`src/rtl/tm_netlist_1.sv`:
```
// tm_netlist_1: bank of 62 saturating Tsetlin automata; out<k> is the include action of automaton k
//   clk, rst         : clock and synchronous active-high reset (loads every state to MID-1)
//   in0..in61        : per-automaton feedback, 1 = reward toward include, 0 = penalty toward exclude
//   out0..out61      : per-automaton action, 1 = include (state MSB)
module tm_netlist_1 #(
  parameter int STATE_BITS = 3
) (
  input  logic clk,
  input  logic rst,
  input  logic in0, in1, in2, in3, in4, in5, in6, in7, in8, in9,
  input  logic in10, in11, in12, in13, in14, in15, in16, in17, in18, in19,
  input  logic in20, in21, in22, in23, in24, in25, in26, in27, in28, in29,
  input  logic in30, in31, in32, in33, in34, in35, in36, in37, in38, in39,
  input  logic in40, in41, in42, in43, in44, in45, in46, in47, in48, in49,
  input  logic in50, in51, in52, in53, in54, in55, in56, in57, in58, in59,
  input  logic in60, in61,
  output logic out0, out1, out2, out3, out4, out5, out6, out7, out8, out9,
  output logic out10, out11, out12, out13, out14, out15, out16, out17, out18, out19,
  output logic out20, out21, out22, out23, out24, out25, out26, out27, out28, out29,
  output logic out30, out31, out32, out33, out34, out35, out36, out37, out38, out39,
  output logic out40, out41, out42, out43, out44, out45, out46, out47, out48, out49,
  output logic out50, out51, out52, out53, out54, out55, out56, out57, out58, out59,
  output logic out60, out61
);
  localparam int N_TA = 62;
  localparam logic [STATE_BITS-1:0] S_RST = {1'b0, {(STATE_BITS-1){1'b1}}};
  logic [N_TA-1:0] w_in, w_out;
  logic [STATE_BITS-1:0] r_s [N_TA];
  assign w_in = {in61, in60, in59, in58, in57, in56, in55, in54, in53, in52, in51, in50,
                 in49, in48, in47, in46, in45, in44, in43, in42, in41, in40,
                 in39, in38, in37, in36, in35, in34, in33, in32, in31, in30,
                 in29, in28, in27, in26, in25, in24, in23, in22, in21, in20,
                 in19, in18, in17, in16, in15, in14, in13, in12, in11, in10,
                 in9, in8, in7, in6, in5, in4, in3, in2, in1, in0};
  assign {out61, out60, out59, out58, out57, out56, out55, out54, out53, out52, out51, out50,
          out49, out48, out47, out46, out45, out44, out43, out42, out41, out40,
          out39, out38, out37, out36, out35, out34, out33, out32, out31, out30,
          out29, out28, out27, out26, out25, out24, out23, out22, out21, out20,
          out19, out18, out17, out16, out15, out14, out13, out12, out11, out10,
          out9, out8, out7, out6, out5, out4, out3, out2, out1, out0} = w_out;
  for (genvar k = 0; k < N_TA; k++) begin : g_ta
    always_ff @(posedge clk)
      r_s[k] <= rst ? S_RST :
                w_in[k] ? (&r_s[k] ? r_s[k] : r_s[k] + 1'b1) :
                (|r_s[k] ? r_s[k] - 1'b1 : r_s[k]);
    assign w_out[k] = r_s[k][STATE_BITS-1];
  end
endmodule

```
`config.mk`:
```
export PLATFORM = sky130hd
export DESIGN_NAME = tm_netlist_1
export DESIGN_NICKNAME = d
export VERILOG_FILES = /design/src/rtl/tm_netlist_1.sv
export SDC_FILE = /design/constraint.sdc
export NUM_CORES = 1
export LEC_CHECK = 0
export ABC_AREA = 1
export CAP_MARGIN = 5
export CORE_ASPECT_RATIO = 0.5
export CORE_MARGIN = 4
export CORE_UTILIZATION = 40
export DETAILED_ROUTE_END_ITERATION = 8
export HOLD_SLACK_MARGIN = 0.06
export PLACE_DENSITY = 0.61
export SYNTH_ARGS = -nofsm -noshare
export SYNTH_HDL_FRONTEND = slang
export SYNTH_SLANG_ARGS = --single-unit
```
`constraint.sdc`:
```
create_clock -name clk -period 1.4 [get_ports clk]
set_clock_uncertainty 0.05 [all_clocks]
set_input_delay 0.14 -clock clk [delete_from_list [all_inputs] [get_ports clk]]
set_output_delay 0.14 -clock clk [all_outputs]
set_load 0.005 [all_outputs]
```
Word-level counts from Yosys, hierarchy flattened
Memory sizes are Yosys's and may differ from the RTL's.
Index checks and enable logic that the tools add are counted.
W data, S select, Z words.
Storage, ports and cells
  memories kept: 1
  input bits: 64
  register bits: 0
  memory bits (writable): 186
  logic and storage cells: 497
  output and inout bits: 62
Operators by class
  mux-type cells: 248
  reduce and logical (&&, ||, !) cells: 124
  $add $sub $neg: 124
Memories
  r_s: words 62, bits a word 3, read ports 62, clocked after Yosys merged registers in 0, wr ports 62, RTL line 28  | logic [STATE_BITS-1:0] r_s [N_TA];
Operator list (count)
  $mux W3: 248
  $add A3 B1 Y3 const B: 62
  $reduce_and A3 Y1: 62
  $reduce_or A3 Y1: 62
  $sub A3 B1 Y3 const B: 62

Logic depth before layout (Yosys ltp)
Gate-level depths: netlist of the first run.
  depth after elaboration: 4
  mapped depth: 9
  mapped depth without buffers: 9

Worst setup path after synthesis of the first run
OpenSTA, ideal clock, no wires.
  path kind: flip-flop to flip-flop
  start: memory r_s[24][0] (netlist: r_s[12][0])
  end: memory r_s[24][2] (netlist: r_s[12][2])
  data required time: 1236 ps
  setup time: 114 ps
  arrival time: 1067 ps
  buffers on the path: 0
  setup slack: 169 ps
  cell stages (with the launch flop): 8
  period minus slack after synthesis: 1231 ps
  path through: dfxtp_1 fa_1 inv_1 nand2_1 nand2_1 nand2_1 nor2_1 nor2_2
RTL lines (RTL line)
  start: declaration: 28

==> results of run 1 <==
[synth_stat cells]
library cell	instances
buf_12	2
buf_6	7
buf_8	4
dfxtp_1	186
fa_1	62
inv_1	283
inv_12	1
nand2_1	724
nand2_2	20
nor2_1	279
nor2_2	31
nor3_1	62
o21ai_0	62
[worst max-delay path, cell delays in order, from the launching register on]
cell and delay [ps]:
dfxtp_2 340, fa_1 400, inv_1 70, nand2_1 50, nand2_1 60, nand2_1 80
nor2_1 120, nor2_2 50
[worst paths after layout]
path,depth (start not counted),slack [ps],to
setup reg to reg,7,90,r_s[15][5]$_SDFFE_PP0P_
hold reg to reg,3,460,r_s[21][0]$_SDFFE_PP1P_
setup / recovery,7,90,r_s[15][5]$_SDFFE_PP0P_
hold / removal,5,460,r_s[4][1]$_SDFFE_PP1P_
[metal layers]
layer  wire, microns  track usage, %
met4             257            4.40
met3             460            2.71
met2           10700            26.8
met1           10900            18.8
met5               0               0
[timing repair]
item                                    CTS  global route
hold buffers                              1             0
buffers inserted                         19             0
endpoints found under the setup margin   62            36
gates resized for setup                 109            51
hold endpoints to repair                  2             0
pin swaps                                 0             1
[area by class of cell]
type | count | area [sq um]
sequential | 186 | 3810
multi-input combinational | 1240 | 6020
inverter | 284 | 1080
clock buffer | 25 | 495
fill | 2676 | 12600
clock inverter | 7 | 113
timing repair buffer | 244 | 2090
tap | 352 | 440
[cell families (layout without fill, tap and decap cells)]
group           count (synthesis)  count (layout)
simple gates                 1116            1116
buf+inv                       297             560
flops                         186             186
fa+ha+maj                      62              62
compound gates                 62              62
[power by group through the flow]
stage                     registers (mW)  logic (mW)  clock network (mW)
final                               7.44        5.54                5.04
after global routing                7.63        6.61                5.45
after CTS                           7.42        5.56                5.27
after detailed placement            7.53        5.53                   0
after global placement              7.55        5.45                   0
after floorplan                     7.32        3.76                   0
[metrics by stage]
step | worst slack (ps) | power, mW | area [sq um] | cells | utilization, %
2_1_floorplan | 169 | 11.1 | 10900 | 1723 | -
3_3_place_gp | -316 | 13.0 | 13200 | 2286 | 49.6
3_5_place_dp | -339 | 13.1 | 13200 | 2286 | 49.6
4_1_cts | 46.2 | 18.2 | 13900 | 2338 | 52.3
5_1_grt | -19.9 | 19.7 | 14000 | 2338 | 52.7
6_report | 93.4 | 18.0 | 14000 | 2338 | 52.7
==> reports/results.ini, run 1 <==
[run_status]
status=completed

[critical_path]
crit_type=reg2reg
crit_fanout=4
cp.arrival_ps=1590
r2r_start=r_s[15][3]$_SDFFE_PP1P_
cp_data_required_time_ps=1690
endpoint_kind=flip-flop
crit_path_start=r_s[15][3]$_SDFFE_PP1P_
worstSetupStartpointType=flip-flop

[final_layout]
finalNetCount=2099
largest_reg_flops=186
syn_to_final_growth_pct=28.6
mostFrequentLayoutCell=nand2_1
layout_common_cells=nand2_1, inv_1, nor2_1
largest_registers=r_s (186)
top_register=r_s
num_antenna_cells=0
drive_gt1_share_pct=14.9

[timing]
slew_headroom_pct=74.2
worst_pin_slew_ps=387
finalSetupViolCount=0
setup_tns_ps=0
final-max-slew-violation-count=0
fin_crit_sh_pct=93.3
hold_viol_final=0
fin_crit_ps=1310
hold_slack_ps=459
fmax_mhz=765

[placed_design]
gp_congestion=0.805
dpl.hpwl_microns=16400
io_buffers=125

[routing]
drt_first_pass_iters=5
via_per_inst=4.29
drtIter0Drc=373
wl_microns=22300
wl_per_cell_microns=9.52
remaining_drc_errors=0
ant_nets=0
via_count=10000

[clock_network]
cts_buffers=17
clkLatencyLatePin_ps=440
cts.sinks=186
cts_tree=built
cts_max_path_buffers=2
cts_htree_levels=4
path_clk_slew_ps=70
clockRootBuffer=clkbuf_16

[floorplan]
die_x_microns=242
core_sq_um=26600
io_pins=126
start_util_pct=41.0
fp.dieH_microns=125
die-area_sq_um=30200
rows=42

[grt]
grt_max_degree=63
grt-ovfl-total=0
grt_use_total_pct=15.1
grt_pass1_vias=9073
grt_pass1_wl_microns=38900
antenna_found_initial=0

[pwr]
total_leakage_power_nw=7.98
p_int_mw=12.0
power_frac_comb_pct=30.7
powerDensity_nw_per_um2=1280
power_switching_mw=6.02
swShare_pct=33.4
power.clock.fraction_pct=28.0
peakVddDrop_mv=0.898
seqPwrFrac_pct=41.3

[synthesis]
syn_area_per_cell_sq_um=6.34
ys_seq_elements=186
syn_nets=1849
synth_compound_area_share_pct=2.84
yosysUniqueCellTypes=13
muxShareOfSynthArea_pct=0
synthSimpleGateAreaFrac_pct=40.2
synth_top_family_by_area=simple AND/OR/NAND/NOR gates
yosys.area_share.adder_pct=11.4
synth_xor_area_share_pct=0
synth_cells=1723
synthTopCellsByArea=dfxtp_1, nand2_1, fa_1
synth_top_cell_by_area=dfxtp_1
synth_top_area_share_pct=34.1
syn_area_sq_um=10900
ys_warn_count=0
synth_seq_area_share_pct=34.1

[worst_hold_path]
holdCritStartpoint=in8
min_path_type=in2reg

[job]
maxCapViolCount=0

(Power assumes the default switching activity.)
==> run 2: changes to the inputs <==
--- a/config.mk
+++ b/config.mk
@@ -8,7 +8,7 @@
 export ABC_AREA = 1
 export CAP_MARGIN = 5
 export CORE_ASPECT_RATIO = 0.5
-export CORE_MARGIN = 4
+export CORE_MARGIN = 3
 export CORE_UTILIZATION = 40
 export DETAILED_ROUTE_END_ITERATION = 8
 export HOLD_SLACK_MARGIN = 0.06
==> reports/results.ini, run 2 (synthesis results as in run 1) <==
[run_status]
status=completed  ; unchanged

[timing]
rsz0062_at_grt=true
final-max-slew-violation-count=0  ; unchanged
layout_setup_ws_ps=80.5  ; was 93.4 ps
fmax_mhz=758  ; was 765 MHz
worst_pin_slew_ps=383  ; was 387 ps
finalSetupViolCount=0  ; unchanged
hold_viol_final=0  ; unchanged
fin_crit_sh_pct=94.2  ; was 93.3%
slew_headroom_pct=74.5  ; was 74.2%
fin_crit_ps=1320  ; was 1310 ps

[routing]
wl_per_cell_microns=9.47  ; was 9.52 microns
via_per_inst=4.29  ; about the same
via_count=9991  ; was 10,000
drt_first_pass_iters=5  ; unchanged
drtIter0Drc=423  ; was 373
wl_microns=22100  ; was 22,300 microns
remaining_drc_errors=0  ; unchanged
ant_nets=0  ; unchanged

[pwr]
peakVddDrop_mv=0.922  ; was 0.898 mV
powerDensity_nw_per_um2=1280  ; about the same
total_leakage_power_nw=7.92  ; was 7.98 nW

[grt]
grt_max_degree=63  ; unchanged
grt_pass1_wl_microns=38200  ; was 38,900 microns
antenna_found_initial=0  ; unchanged
grt_use_total_pct=15.8  ; was 15.1%
grt_pass1_vias=8952  ; was 9,073
grt-ovfl-total=0  ; unchanged

[final_layout]
finalNetCount=2090  ; was 2,099
fillers=2656  ; was 2,676
layout_common_cells=nand2_1, inv_1, nor2_1  ; unchanged
seq_area_sq_um=3800  ; was 3810 sq um
largest_reg_flops=186  ; unchanged
num_antenna_cells=0  ; unchanged
syn_to_final_growth_pct=27.8  ; was 28.6%
multi_input_area_sq_um=6050  ; was 6020 sq um
top_register=r_s  ; unchanged
drive_gt1_share_pct=14.7  ; was 14.9%
mostFrequentLayoutCell=nand2_1  ; unchanged
largest_registers=r_s (186)  ; unchanged
fin_cells=2329  ; was 2,338

[placed_design]
pre_cts_slack_ps=-326  ; was -339 ps
gp_congestion=0.792  ; was 0.805
io_buffers=125  ; unchanged
dp_cells=2280  ; was 2,286
dpl.hpwl_microns=16000  ; was 16,400 microns

[clock_network]
clockRootBuffer=clkbuf_16  ; unchanged
cts.sinks=186  ; unchanged
cts_max_path_buffers=2  ; unchanged
cts_buffers=17  ; unchanged
path_clk_slew_ps=70  ; about the same
ctsHoldBuffers=0  ; was 1
cts_tree=built  ; unchanged
clkLatencyLatePin_ps=440  ; about the same
cts_htree_levels=4  ; unchanged

[critical_path]
worstSetupStartpointType=flip-flop  ; unchanged
endpoint_kind=flip-flop  ; unchanged
cp.arrival_ps=1640  ; was 1590 ps
reg2reg_setup_slack_ps=80  ; was 90 ps
r2r-end=r_s[16][2]$_SDFFE_PP0P_  ; was r_s[15][5]$_SDFFE_PP0P_
r2r_start=r_s[16][0]$_SDFFE_PP1P_  ; was r_s[15][3]$_SDFFE_PP1P_
crit_type=reg2reg  ; unchanged
crit_fanout=4  ; unchanged
cp_data_required_time_ps=1720  ; was 1690 ps
r2r_cells=8  ; was 7
crit_path_start=r_s[16][0]$_SDFFE_PP1P_  ; was r_s[15][3]$_SDFFE_PP1P_

[floorplan]
die_x_microns=240  ; was 242 microns
die-area_sq_um=29500  ; was 30,200 sq um
core_sq_um=26600  ; unchanged
fp.dieH_microns=123  ; was 125 microns
start_util_pct=41.0  ; unchanged
rows=42  ; unchanged
io_pins=126  ; unchanged

[worst_hold_path]
min_to=r_s[29][4]$_SDFFE_PP1P_  ; was r_s[4][1]$_SDFFE_PP1P_
holdCritStartpoint=rst  ; was in8
hold-path-cell-count=3  ; was 5
min_path_type=in2reg  ; unchanged

[job]
maxCapViolCount=0  ; unchanged

## run 2: how the worst max path moves through the flow
stage                                          to  slack (ps)  cells past startpoint
final                     r_s[16][2]$_SDFFE_PP0P_          80                      8
after global routing      r_s[14][2]$_SDFFE_PP0P_          -8                      8
after CTS                                   out54          20                      1
after detailed placement  r_s[10][5]$_SDFFE_PP0P_        -330                     10
after global placement     r_s[2][5]$_SDFFE_PP0P_        -300                      9
after floorplan           r_s[12][2]$_SDFFE_PP0P_         170                      7
## run 2: report_power, final
group	total [mW]	leakage, nW	switching [mW]	internal [mW]
clock	4.92	0.285	2.10	2.82
sequential	7.43	1.56	1.02	6.41
combinational	5.52	6.07	2.95	2.58
## run 2: final cells by class
class	count	share of cell area (%)
Clock buffer	26	3.58
Multi-Input combinational cell	1240	43.3
Tap cell	352	3.15
Sequential cell	186	27.2
Inverter	284	7.73
Timing Repair Buffer	235	14.4
Clock inverter	6	0.618
## run 2: critical path, stage by stage, from the launching register on
cell,delay [ps]
dfxtp_1,350
fa_1,410
inv_1,60
nand2_1,50
nand2_1,50
nand2_1,60
nand2_1,60
nand2_1,40
nor2_1,120
## run 2: what timing repair did
item / 4_1_cts / 5_1_grt
setup endpoints to repair: 62 / 41
pin swaps: 0 / 2
gates cloned: 0 / 0
resized for setup: 108 / 56
buffers inserted: 17 / 0
## run 2: metal layers
metal,global-route usage [%],up-vias,part of all wire (%)
met5,0,-,0
met1,19.4,4336,48
met3,3.03,28,2.6
li1,-,5545,-
met4,6.22,0,2.0
met2,27.6,82,47
## run 2: metrics by stage
step                hold WS [ps]  utilization, %  cell area, sq um  setup TNS [ps]  power [mW]
CTS                          129            51.9             13800               0        18.0
finish                       155            52.4             14000               0        17.9
floorplan                    312               -             10900               0        11.1
detailed placement           464            49.3             13100          -21370        13.0
global placement             461            49.3             13100          -20070        13.0
global route                 155            52.4             14000           -8.36        19.6
==> run 3: changes to the inputs <==
--- a/config.mk
+++ b/config.mk
@@ -12,7 +12,8 @@
 export CORE_UTILIZATION = 40
 export DETAILED_ROUTE_END_ITERATION = 8
 export HOLD_SLACK_MARGIN = 0.06
-export PLACE_DENSITY = 0.61
+export PLACE_DENSITY = 0.65
+export REMOVE_ABC_BUFFERS = 1
 export SYNTH_ARGS = -nofsm -noshare
 export SYNTH_HDL_FRONTEND = slang
 export SYNTH_SLANG_ARGS = --single-unit
==> reports/results.ini, run 3 (synthesis results as in run 1) <==
[timing]
fin_crit_sh_pct=95.6  ; was 94.2%
finalSetupViolCount=0  ; unchanged
setup_tns_ps=0  ; unchanged
slew_headroom_pct=73.6  ; was 74.5%
rsz0062_at_grt=true  ; unchanged
final-max-slew-violation-count=0  ; unchanged
fin_crit_ps=1340  ; was 1320 ps
hold_viol_final=0  ; unchanged
worst_pin_slew_ps=396  ; was 383 ps
fmax_mhz=747  ; was 758 MHz

[routing]
drt_first_pass_iters=5  ; unchanged
wl_microns=22400  ; was 22,100 microns
remaining_drc_errors=0  ; unchanged
drtIter0Drc=361  ; was 423
wl_per_cell_microns=9.57  ; was 9.47 microns
ant_nets=0  ; unchanged
via_count=10000  ; was 9,991
via_per_inst=4.27  ; was 4.29

[final_layout]
fillers=2641  ; was 2,656
layout_common_cells=nand2_1, inv_1, nor2_1  ; unchanged
mostFrequentLayoutCell=nand2_1  ; unchanged
largest_registers=r_s (186)  ; unchanged
num_antenna_cells=0  ; unchanged
top_register=r_s  ; unchanged
syn_to_final_growth_pct=29.4  ; was 27.8%
largest_reg_flops=186  ; unchanged
drive_gt1_share_pct=15.8  ; was 14.7%
finalNetCount=2105  ; was 2,090
fin_cells=2344  ; was 2,329
finish.utilization_pct=53.1  ; was 52.4%

[clock_network]
clkLatencyLatePin_ps=440  ; about the same
ctsHoldBuffers=0  ; unchanged
cts_max_path_buffers=2  ; unchanged
clockRootBuffer=clkbuf_16  ; unchanged
cts.sinks=186  ; unchanged
cts_htree_levels=4  ; unchanged
cts_buffers=17  ; unchanged
path_clk_slew_ps=70  ; about the same
cts_tree=built  ; unchanged

[pwr]
total_leakage_power_nw=8.03  ; was 7.92 nW
peakVddDrop_mv=0.987  ; was 0.922 mV
powerDensity_nw_per_um2=1310  ; was 1280 nW/um^2

[critical_path]
r2r_start=r_s[12][0]$_SDFFE_PP1P_  ; was r_s[16][0]$_SDFFE_PP1P_
crit_path_cell_trace=dlygate4sd2_1  ; was fa_1 > inv_1 > nand2_1 > nand2_1 > nand2_1 > nand2_1 > nand2_1 > nor2_1
max_stage_delay_ps=380  ; was 410 ps
crit_fanout=4  ; unchanged
cp_slowest_cell=dfxtp_1  ; was fa_1
critPathBufInv=1  ; unchanged
cp_data_required_time_ps=1210  ; was 1720 ps
cp_top_family=flip-flops  ; was adder cells
cp.arrival_ps=1150  ; was 1640 ps
crit_type=reg2out  ; was reg2reg
crit_path_start=r_s[20][2]$_SDFFE_PP0P_  ; was r_s[16][0]$_SDFFE_PP1P_
worstSetupStartpointType=flip-flop  ; unchanged
endpoint_kind=output pin  ; was flip-flop

[placed_design]
dp_cells=2283  ; was 2,280
dpl.hpwl_microns=16300  ; was 16,000 microns
io_buffers=125  ; unchanged
gp_congestion=0.763  ; was 0.792

[grt]
grt-ovfl-total=0  ; unchanged
grt_use_total_pct=15.5  ; was 15.8%
grt_max_degree=63  ; unchanged
grt_pass1_vias=8780  ; was 8,952
antenna_found_initial=0  ; unchanged
grt_pass1_wl_microns=37600  ; was 38,200 microns

[floorplan]
io_pins=126  ; unchanged
die-area_sq_um=29500  ; unchanged
core_sq_um=26600  ; unchanged
die_x_microns=240  ; unchanged
rows=42  ; unchanged
fp.dieH_microns=123  ; unchanged
start_util_pct=41.0  ; unchanged

[worst_hold_path]
min_path_type=in2reg  ; unchanged
holdCritStartpoint=rst  ; unchanged

[job]
maxCapViolCount=0  ; unchanged

[run_status]
status=completed  ; unchanged

-- run 3: final timing paths --
path / end / slack (ps) / cells after the start
setup / recovery: out40 / 60 / 1
hold / removal: r_s[1][2]$_SDFFE_PP0P_ / 190 / 4
setup reg to reg: r_s[12][2]$_SDFFE_PP0P_ / 90 / 7
hold reg to reg: r_s[8][0]$_SDFFE_PP1P_ / 460 / 3
-- run 3: layout make-up --
class | instances | area (sq um) | share of cell area, %
clock buffer | 19 | 453 | 3.20
clock inverter | 13 | 198 | 1.40
inverter | 284 | 1080 | 7.63
multi-input combinational | 1240 | 6020 | 42.6
sequential | 186 | 3820 | 27.0
tap | 352 | 440 | 3.12
timing repair buffer | 250 | 2120 | 15.0
-- run 3: metrics by stage --
| step | worst slack, ps | cell area (sq um) | hold slack (ps) | power (mW) |
|---|---|---|---|---|
| CTS | 13.2 | 14000 | 174 | 18.6 |
| finish | 60.9 | 14100 | 189 | 18.4 |
| global placement | -339 | 13200 | 459 | 12.9 |
| floorplan | 169 | 10700 | 193 | 11.0 |
| detailed placement | -339 | 13200 | 460 | 13.0 |
| global route | -7.26 | 14100 | 182 | 20.0 |
-- run 3: layer usage --
layer  global-route usage [%]  wire, microns
met5                        0              0
met3                     2.72            422
met2                     27.6          10900
met1                     18.9          10600
met4                     6.00            424
-- run 3: timing repair --
| item | 4_1_cts | 5_1_grt |
|---|---|---|
| endpoints found under the hold margin | 0 | 0 |
| gates resized for setup | 114 | 55 |
| setup buffers | 28 | 1 |
| endpoints found under the setup margin | 62 | 37 |
| pin swaps | 0 | 4 |
-- run 3: worst register-to-register path, stage by stage (launching register included) --
cell	delay, ps
dfxtp_1	350
fa_1	420
inv_1	60
nand2_1	50
nand2_1	60
nand2_1	70
nor2_1	110
nor2_2	50
-- run 3: where the power goes --
group	total, mW	leakage, nW	internal [mW]	switching (mW)
combinational	5.62	6.15	2.63	2.99
clock	5.40	0.315	3.25	2.16
sequential	7.42	1.57	6.42	0.998
total	18.4	8.03	12.3	6.14
